## config.mk

```make
export PLATFORM = sky130hd
export DESIGN_NAME = toggle_reduce_bank
export DESIGN_NICKNAME = d
export VERILOG_FILES = /design/src/rtl/toggle_reduce_bank.sv
export SDC_FILE = /design/constraint.sdc
export NUM_CORES = 1
export LEC_CHECK = 0
export ABC_CLOCK_PERIOD_IN_PS = 7700
export CORE_MARGIN = 4
export CORE_UTILIZATION = 45
export DETAILED_ROUTE_END_ITERATION = 8
export PLACE_DENSITY = 0.77
export REMOVE_ABC_BUFFERS = 1
export SETUP_SLACK_MARGIN = 0.3
export SYNTH_ARGS = -nofsm -noshare
export SYNTH_HDL_FRONTEND = slang
export SYNTH_SLANG_ARGS = --single-unit
```

## constraint.sdc

```tcl
create_clock -name clk -period 7.7 [get_ports clk]
set_input_delay 1.54 -clock clk [delete_from_list [all_inputs] [get_ports clk]]
set_output_delay 1.54 -clock clk [all_outputs]
set_load 0.05 [all_outputs]
```

## src/rtl/toggle_reduce_bank.sv

```systemverilog
// toggle_reduce_bank
//   A bank of NUM_CH toggle flops. Contiguous groups of GROUP channels are
//   reduced into NUM_OUT registered outputs under an 8-mode select, one of
//   which is HOLD. Each output has a saturating transition counter, and a
//   snapshot handshake reads all of the counters at once.
//
// Ports
//   clk       in   clock; all state updates on posedge
//   clr       in   synchronous active-high reset; overrides every other input
//   t         in   [NUM_CH]      per-channel toggle enable
//   sel       in   [3]           reduction mode (XOR AND OR 0 XNOR NAND NOR HOLD)
//   snap_req  in   snapshot request, sampled on each posedge
//   q         out  [NUM_CH]      toggle flop states
//   mux_out   out  [NUM_OUT]     registered reduction results
//   snap_ack  out  one-cycle snapshot acknowledge
//   snap_cnt  out  [NUM_OUT*CNT_W] captured counters; output j is in [j*CNT_W +: CNT_W]
//
// Snapshot handshake: snap_req acts as a request with no ready qualifier, so
// every posedge that samples it high performs one snapshot. snap_ack is high
// for exactly the cycle after each sampled request. snap_cnt is valid while
// snap_ack is high and holds until the next snapshot or clr.
module toggle_reduce_bank #(
  parameter int NUM_CH = 80,
  parameter int GROUP  = 4,
  parameter int CNT_W  = 8,
  localparam int NUM_OUT = NUM_CH / GROUP
) (
  input  logic                     clk,
  input  logic                     clr,
  input  logic [NUM_CH-1:0]        t,
  input  logic [2:0]               sel,
  input  logic                     snap_req,
  output logic [NUM_CH-1:0]        q,
  output logic [NUM_OUT-1:0]       mux_out,
  output logic                     snap_ack,
  output logic [NUM_OUT*CNT_W-1:0] snap_cnt
);

  localparam logic [2:0] SEL_XOR  = 3'd0;
  localparam logic [2:0] SEL_AND  = 3'd1;
  localparam logic [2:0] SEL_OR   = 3'd2;
  localparam logic [2:0] SEL_ZERO = 3'd3;
  localparam logic [2:0] SEL_XNOR = 3'd4;
  localparam logic [2:0] SEL_NAND = 3'd5;
  localparam logic [2:0] SEL_NOR  = 3'd6;
  localparam logic [2:0] SEL_HOLD = 3'd7;

  localparam logic [CNT_W-1:0] CNT_MAX = {CNT_W{1'b1}};
  localparam logic [CNT_W-1:0] CNT_ONE = {{(CNT_W-1){1'b0}}, 1'b1};

  logic [NUM_CH-1:0]        q_q, q_d;
  logic [NUM_OUT-1:0]       mux_q, mux_d;
  logic [NUM_OUT*CNT_W-1:0] cnt_q, cnt_d;
  logic [NUM_OUT*CNT_W-1:0] snap_cnt_q, snap_cnt_d;
  logic                     snap_ack_q, snap_ack_d;

  logic             red_xor, red_and, red_or;
  logic [CNT_W-1:0] cand;

  always_comb begin
    q_d        = q_q ^ t;
    mux_d      = mux_q;
    cnt_d      = cnt_q;
    snap_cnt_d = snap_cnt_q;
    snap_ack_d = snap_req;
    red_xor    = 1'b0;
    red_and    = 1'b0;
    red_or     = 1'b0;
    cand       = '0;

    for (int j = 0; j < NUM_OUT; j++) begin
      // The reductions use the current q, so mux_out lags q by one edge.
      red_xor = ^q_q[j*GROUP +: GROUP];
      red_and = &q_q[j*GROUP +: GROUP];
      red_or  = |q_q[j*GROUP +: GROUP];

      case (sel)
        SEL_XOR:  mux_d[j] = red_xor;
        SEL_AND:  mux_d[j] = red_and;
        SEL_OR:   mux_d[j] = red_or;
        SEL_ZERO: mux_d[j] = 1'b0;
        SEL_XNOR: mux_d[j] = ~red_xor;
        SEL_NAND: mux_d[j] = ~red_and;
        SEL_NOR:  mux_d[j] = ~red_or;
        SEL_HOLD: mux_d[j] = mux_q[j];
        default:  mux_d[j] = mux_q[j];
      endcase

      // The candidate count includes this edge's transition, saturating at max.
      cand = cnt_q[j*CNT_W +: CNT_W];
      if ((mux_d[j] != mux_q[j]) && (cand != CNT_MAX)) begin
        cand = cand + CNT_ONE;
      end

      // A snapshot captures the candidate and restarts the live count from zero.
      if (snap_req) begin
        snap_cnt_d[j*CNT_W +: CNT_W] = cand;
        cnt_d[j*CNT_W +: CNT_W]      = '0;
      end else begin
        cnt_d[j*CNT_W +: CNT_W]      = cand;
      end
    end
  end

  always_ff @(posedge clk) begin
    if (clr) begin
      q_q        <= '0;
      mux_q      <= '0;
      cnt_q      <= '0;
      snap_cnt_q <= '0;
      snap_ack_q <= 1'b0;
    end else begin
      q_q        <= q_d;
      mux_q      <= mux_d;
      cnt_q      <= cnt_d;
      snap_cnt_q <= snap_cnt_d;
      snap_ack_q <= snap_ack_d;
    end
  end

  assign q        = q_q;
  assign mux_out  = mux_q;
  assign snap_ack = snap_ack_q;
  assign snap_cnt = snap_cnt_q;

endmodule

```

* Word-level counts from Yosys, hierarchy flattened
Cells that the tools add are included.
Storage, ports and cells: register bits 421, input port bits 86, output and inout port bits 261, word-level logic and storage cells 255
Cells by class: add/subtract/negate cells 20, eq/ne operators 47, muxes and demuxes 40, bitwise logic cells 61, reduce and logical (&&, ||, !) cells 82
Operator list (count):
- $add 8x1->8 const B | 20
- $mux 8 | 20
- $ne 8x8->1 const B | 20
- $pmux 1 s8 | 20
- $reduce_and 4->1 | 20
- $reduce_or 4->1 | 20
- $reduce_xor 4->1 | 20
- $xor 80x80->80 | 1
- $not 1->1 | 60
- $logic_and 1x1->1 | 20
- $ne 1x1->1 | 20
- $eq 3x3->1 const B | 4
- $eq 3x2->1 const B | 2
- $eq 3x1->1 const B | 1
- $logic_not 3->1 | 1
- $reduce_or 2->1 | 1

* Longest topological paths before layout
word-level depth 6, mapped depth 12, gate-level depth less buffers 9

* Worst setup path after synthesis
OpenSTA, ideal clock, no wires.
path kind input -> register, start point input port sel[0], end point register snap_cnt_q[51], in the netlist snap_cnt[51], setup time 0.091 ns, arrival 3.574 ns, required time 7.609 ns, setup slack 4.035 ns, stages 8, buffers on the path 2, path through buf_6 > o211a_1 > o311a_1 > or3_1 > buf_2 > and2_4 > or4_4 > a311oi_1
On the way: cells in the longest elaborated chain, start to end 5, elaborated cells on any way between the ends 12, classes of those cells 8 x eq/ne; 2 x mux; 2 x reduce/logical
Ends and longest elaborated chain:
- start, declared | RTL line 31 | input logic [2:0] sel,
- $eq 3x3->1, or another cell as far along | RTL line 77 | case (sel)
- $pmux 1 s8 (*) | RTL line 77
- $ne 1x1->1 (*) | RTL line 91 | if ((mux_d[j] != mux_q[j]) && (cand != CNT_MAX)) begin
- $logic_and 1x1->1 (*) | RTL line 91
- $mux 8 (*) | RTL line 91
- end signal, assigned | RTL line 116 | snap_cnt_q <= snap_cnt_d;
- end, declared | RTL line 54 | logic [NUM_OUT*CNT_W-1:0] snap_cnt_q, snap_cnt_d;
Mark *: on every way between the ends. The rest lies on a longest branch, timed or not. A chain may end at the register's enable or synchronous reset.

* Worst setup path after layout
start point input port sel[2], end point register snap_cnt_q[103], in the netlist snap_cnt[103]
The elaborated chain is that of the path after synthesis.

==> reports/metrics.yaml <==
drtIter0Drc: 932
cp.arrival_ps: 5030
rows: 77
drtAntennaViolNets: 0
cts_buffers: 45
h-tree-depth: 2
dpl.hpwl_um: 39600
yosysSeqAreaShare_pct: 41.6
worst_pin_slew_ps: 1240
crit_path_end_kind: "flop"
hold_viol: 0
cts-root-buf: "clkbuf_16"
cts_tree: "built"
clock.fmax_mhz: 218
grtUsageMet2_pct: 40.7
rsz0062_at_grt: "false"
fillers: 3872
drt_wl_total_um: 57800
die-width_um: 220
critPathRequiredTime_ps: 8150
synth-main-ff-cell: "dfxtp_1"
ys_ff_latch: 421
ios: 347
synthAdderAreaFrac_pct: 6.18
gr-total-overflow: 0
nets: 2813
cts_resized: 0
synth.area.mux_share_pct: 2.39
synthSimpleGateAreaFrac_pct: 19.8
drv_slew: 0
use_met3_pct: 3.74
synth_edf_count: 0
start_kind: "input port"
num_vias: 18000
area_growth_pct: 26.6
finalCriticalPeriod_ps: 4580
crit_slowest_cell: "nor2b_2"
power.total_w: 0.00603
avgSynthCellArea_um2: 8.68
ff_latch_area_um2: 8430
design_area_um2: 25700
drive_gt1_share_pct: 5.64
die_area_um2: 48500
cts_setup_buffers: 0
clk_path_buf_depth: 3
ir_drop_uv: 156
gp_congestion: 0.866
setup_viol: 0
wl_per_cell_um: 17.8
tns_ps: 0
grt-busiest-layer: "met2"
crit_type: "in -> reg"
maxCapViolCount: 0
synth_top_family_by_area: "simple AND/OR/NAND/NOR gates"
syn_area_um2: 20300
syn_inst: 2333
synth_top_area_share_pct: 41.6
n_antenna_cell: 0
yosys_warnings: 0
grt_pass1_wl_um: 90300
power_density_nw_per_um2: 235
fin_skew_ps: 14.6
multi_input_area_um2: 10900
relSlewSlack_pct: 17.2
met1_usage_pct: 27.8
placed_cell_area_um2: 24100
hold_path.class: "reg -> reg"
synth-compound-area-share_pct: 16.6
grt_max_degree: 102
insertion_delay_ps: 560
period_share_pct: 59.5
clock-sinks: 421
outcome: "completed"
drc: 0
hold_ws_ps: 451
cp_cell_sequence: "buf_2 > nor2b_2 > a21oi_1 > a211oi_1 > o21ai_1 > a2111o_1 > a2111oi_2"
cts_hold_buffers: 0
yosys.area.top_type: "dfxtp_1"
coreArea_um2: 44300
synth_async_sr_flop_share_pct: 0
dr.pass1.iters: 8
die_h_um: 220
antenna_found_initial: 1
synth_cell_types: 90
initial_core_util_pct: 45.7
clk_pin_slew_ps: 60
via_per_inst: 5.52
numPortBuffers: 346
grt_pass1_vias: 17700
slowest_delay_ps: 950
p_leak_nw: 9.42
grtUsageTotal_pct: 22.9
yosys.area_share.xor_xnor_pct: 8.86
crit_fanout: 45
synthTopCellsByArea: "dfxtp_1 42%, nor2_1 7.1%, ha_1 6.2%"
synth_stat cells, drive strengths merged, types with 45 or more instances:
master,instances
clkbuf,84
xnor2,136
o21ai,104
nor2,384
nor3,45
a211oi,108
nand3,70
xor2,69
dfxtp,421
nand2,166
mux2i,45
a21oi,87
ha,100
inv,121
path summary, 6_finish.rpt:
check	slack, ps	depth (start not counted)	startpoint	endpoint
min reg2reg	450	2	snap_cnt[13]	snap_cnt[13]
min	450	2	snap_cnt[13]	snap_cnt[13]
max reg2reg	4780	9	q[2]	snap_cnt[7]
max	3120	7	sel[2]	snap_cnt[103]
power by group:
part / internal, W / switching [W] / total [W]
Combinational: 0.000454 / 0.000806 / 0.00126
Sequential: 0.00229 / 0.000130 / 0.00242
Clock: 0.00145 / 0.000898 / 0.00235
Total: 0.00420 / 0.00183 / 0.00603
worst max-delay path: cells and delay by family:
family,cells,cell delay [ps]
AOI/OAI and AO/OA,5,1790
and+or+nand+nor,1,950
buffers and inverters,1,720
per-layer routing:
| layer | up-vias | routed length [um] |
|---|---|---|
| met4 | 2 | 2100 |
| met5 | - | 18 |
| met3 | 135 | 3250 |
| met2 | 527 | 28200 |
| li1 | 8726 | - |
| met1 | 8566 | 24100 |
cells in the final DEF (no fill, tap or decap), types with 13 or more instances in the layout:
master / n
a211o_1: 13
a211oi_1: 98
a21oi_1: 86
and3_1: 31
clkbuf_16: 45
clkdlybuf4s50_1: 341
dfxtp_1: 421
ha_1: 100
inv_1: 120
mux2i_1: 45
nand2_1: 166
nand2b_1: 16
nand3_1: 70
nand3b_1: 23
nand4_1: 31
nor2_1: 382
nor3_1: 45
o211ai_1: 23
o21ai_0: 99
or2_2: 16
xnor2_1: 136
xor2_1: 69
final cells by class:
cell class              instances  area share, %
multi-input cells            1684           42.6
well taps                     592           2.89
flip-flops and latches        421           32.9
inverters                     121           1.77
repair buffers                354           13.7
clock buffers                  64           4.98
clock inverters                15           1.21
cells by family after synthesis:
group           after synthesis
mux                          48
compound gates              470
simple gates                861
xor+xnor                    205
buf+inv                     228
flops                       421
fa+ha+maj                   100
metrics by stage:
step	instances	utilization [%]	setup WS, ps
final	3251	57.9	3120
after global routing	3251	57.9	2970
after CTS	3251	57.9	3220
after detailed placement	3172	54.3	2640
after global placement	3172	54.3	2690
after floorplan	2226	-	3710
registers in the layout, indices dropped and copies added, names as in the netlist:
name,count
snap_cnt,160
snap_ack,1
q,80
cnt_q,160
mux_out,20
Note: power is estimated with default switching activity, not from simulation.
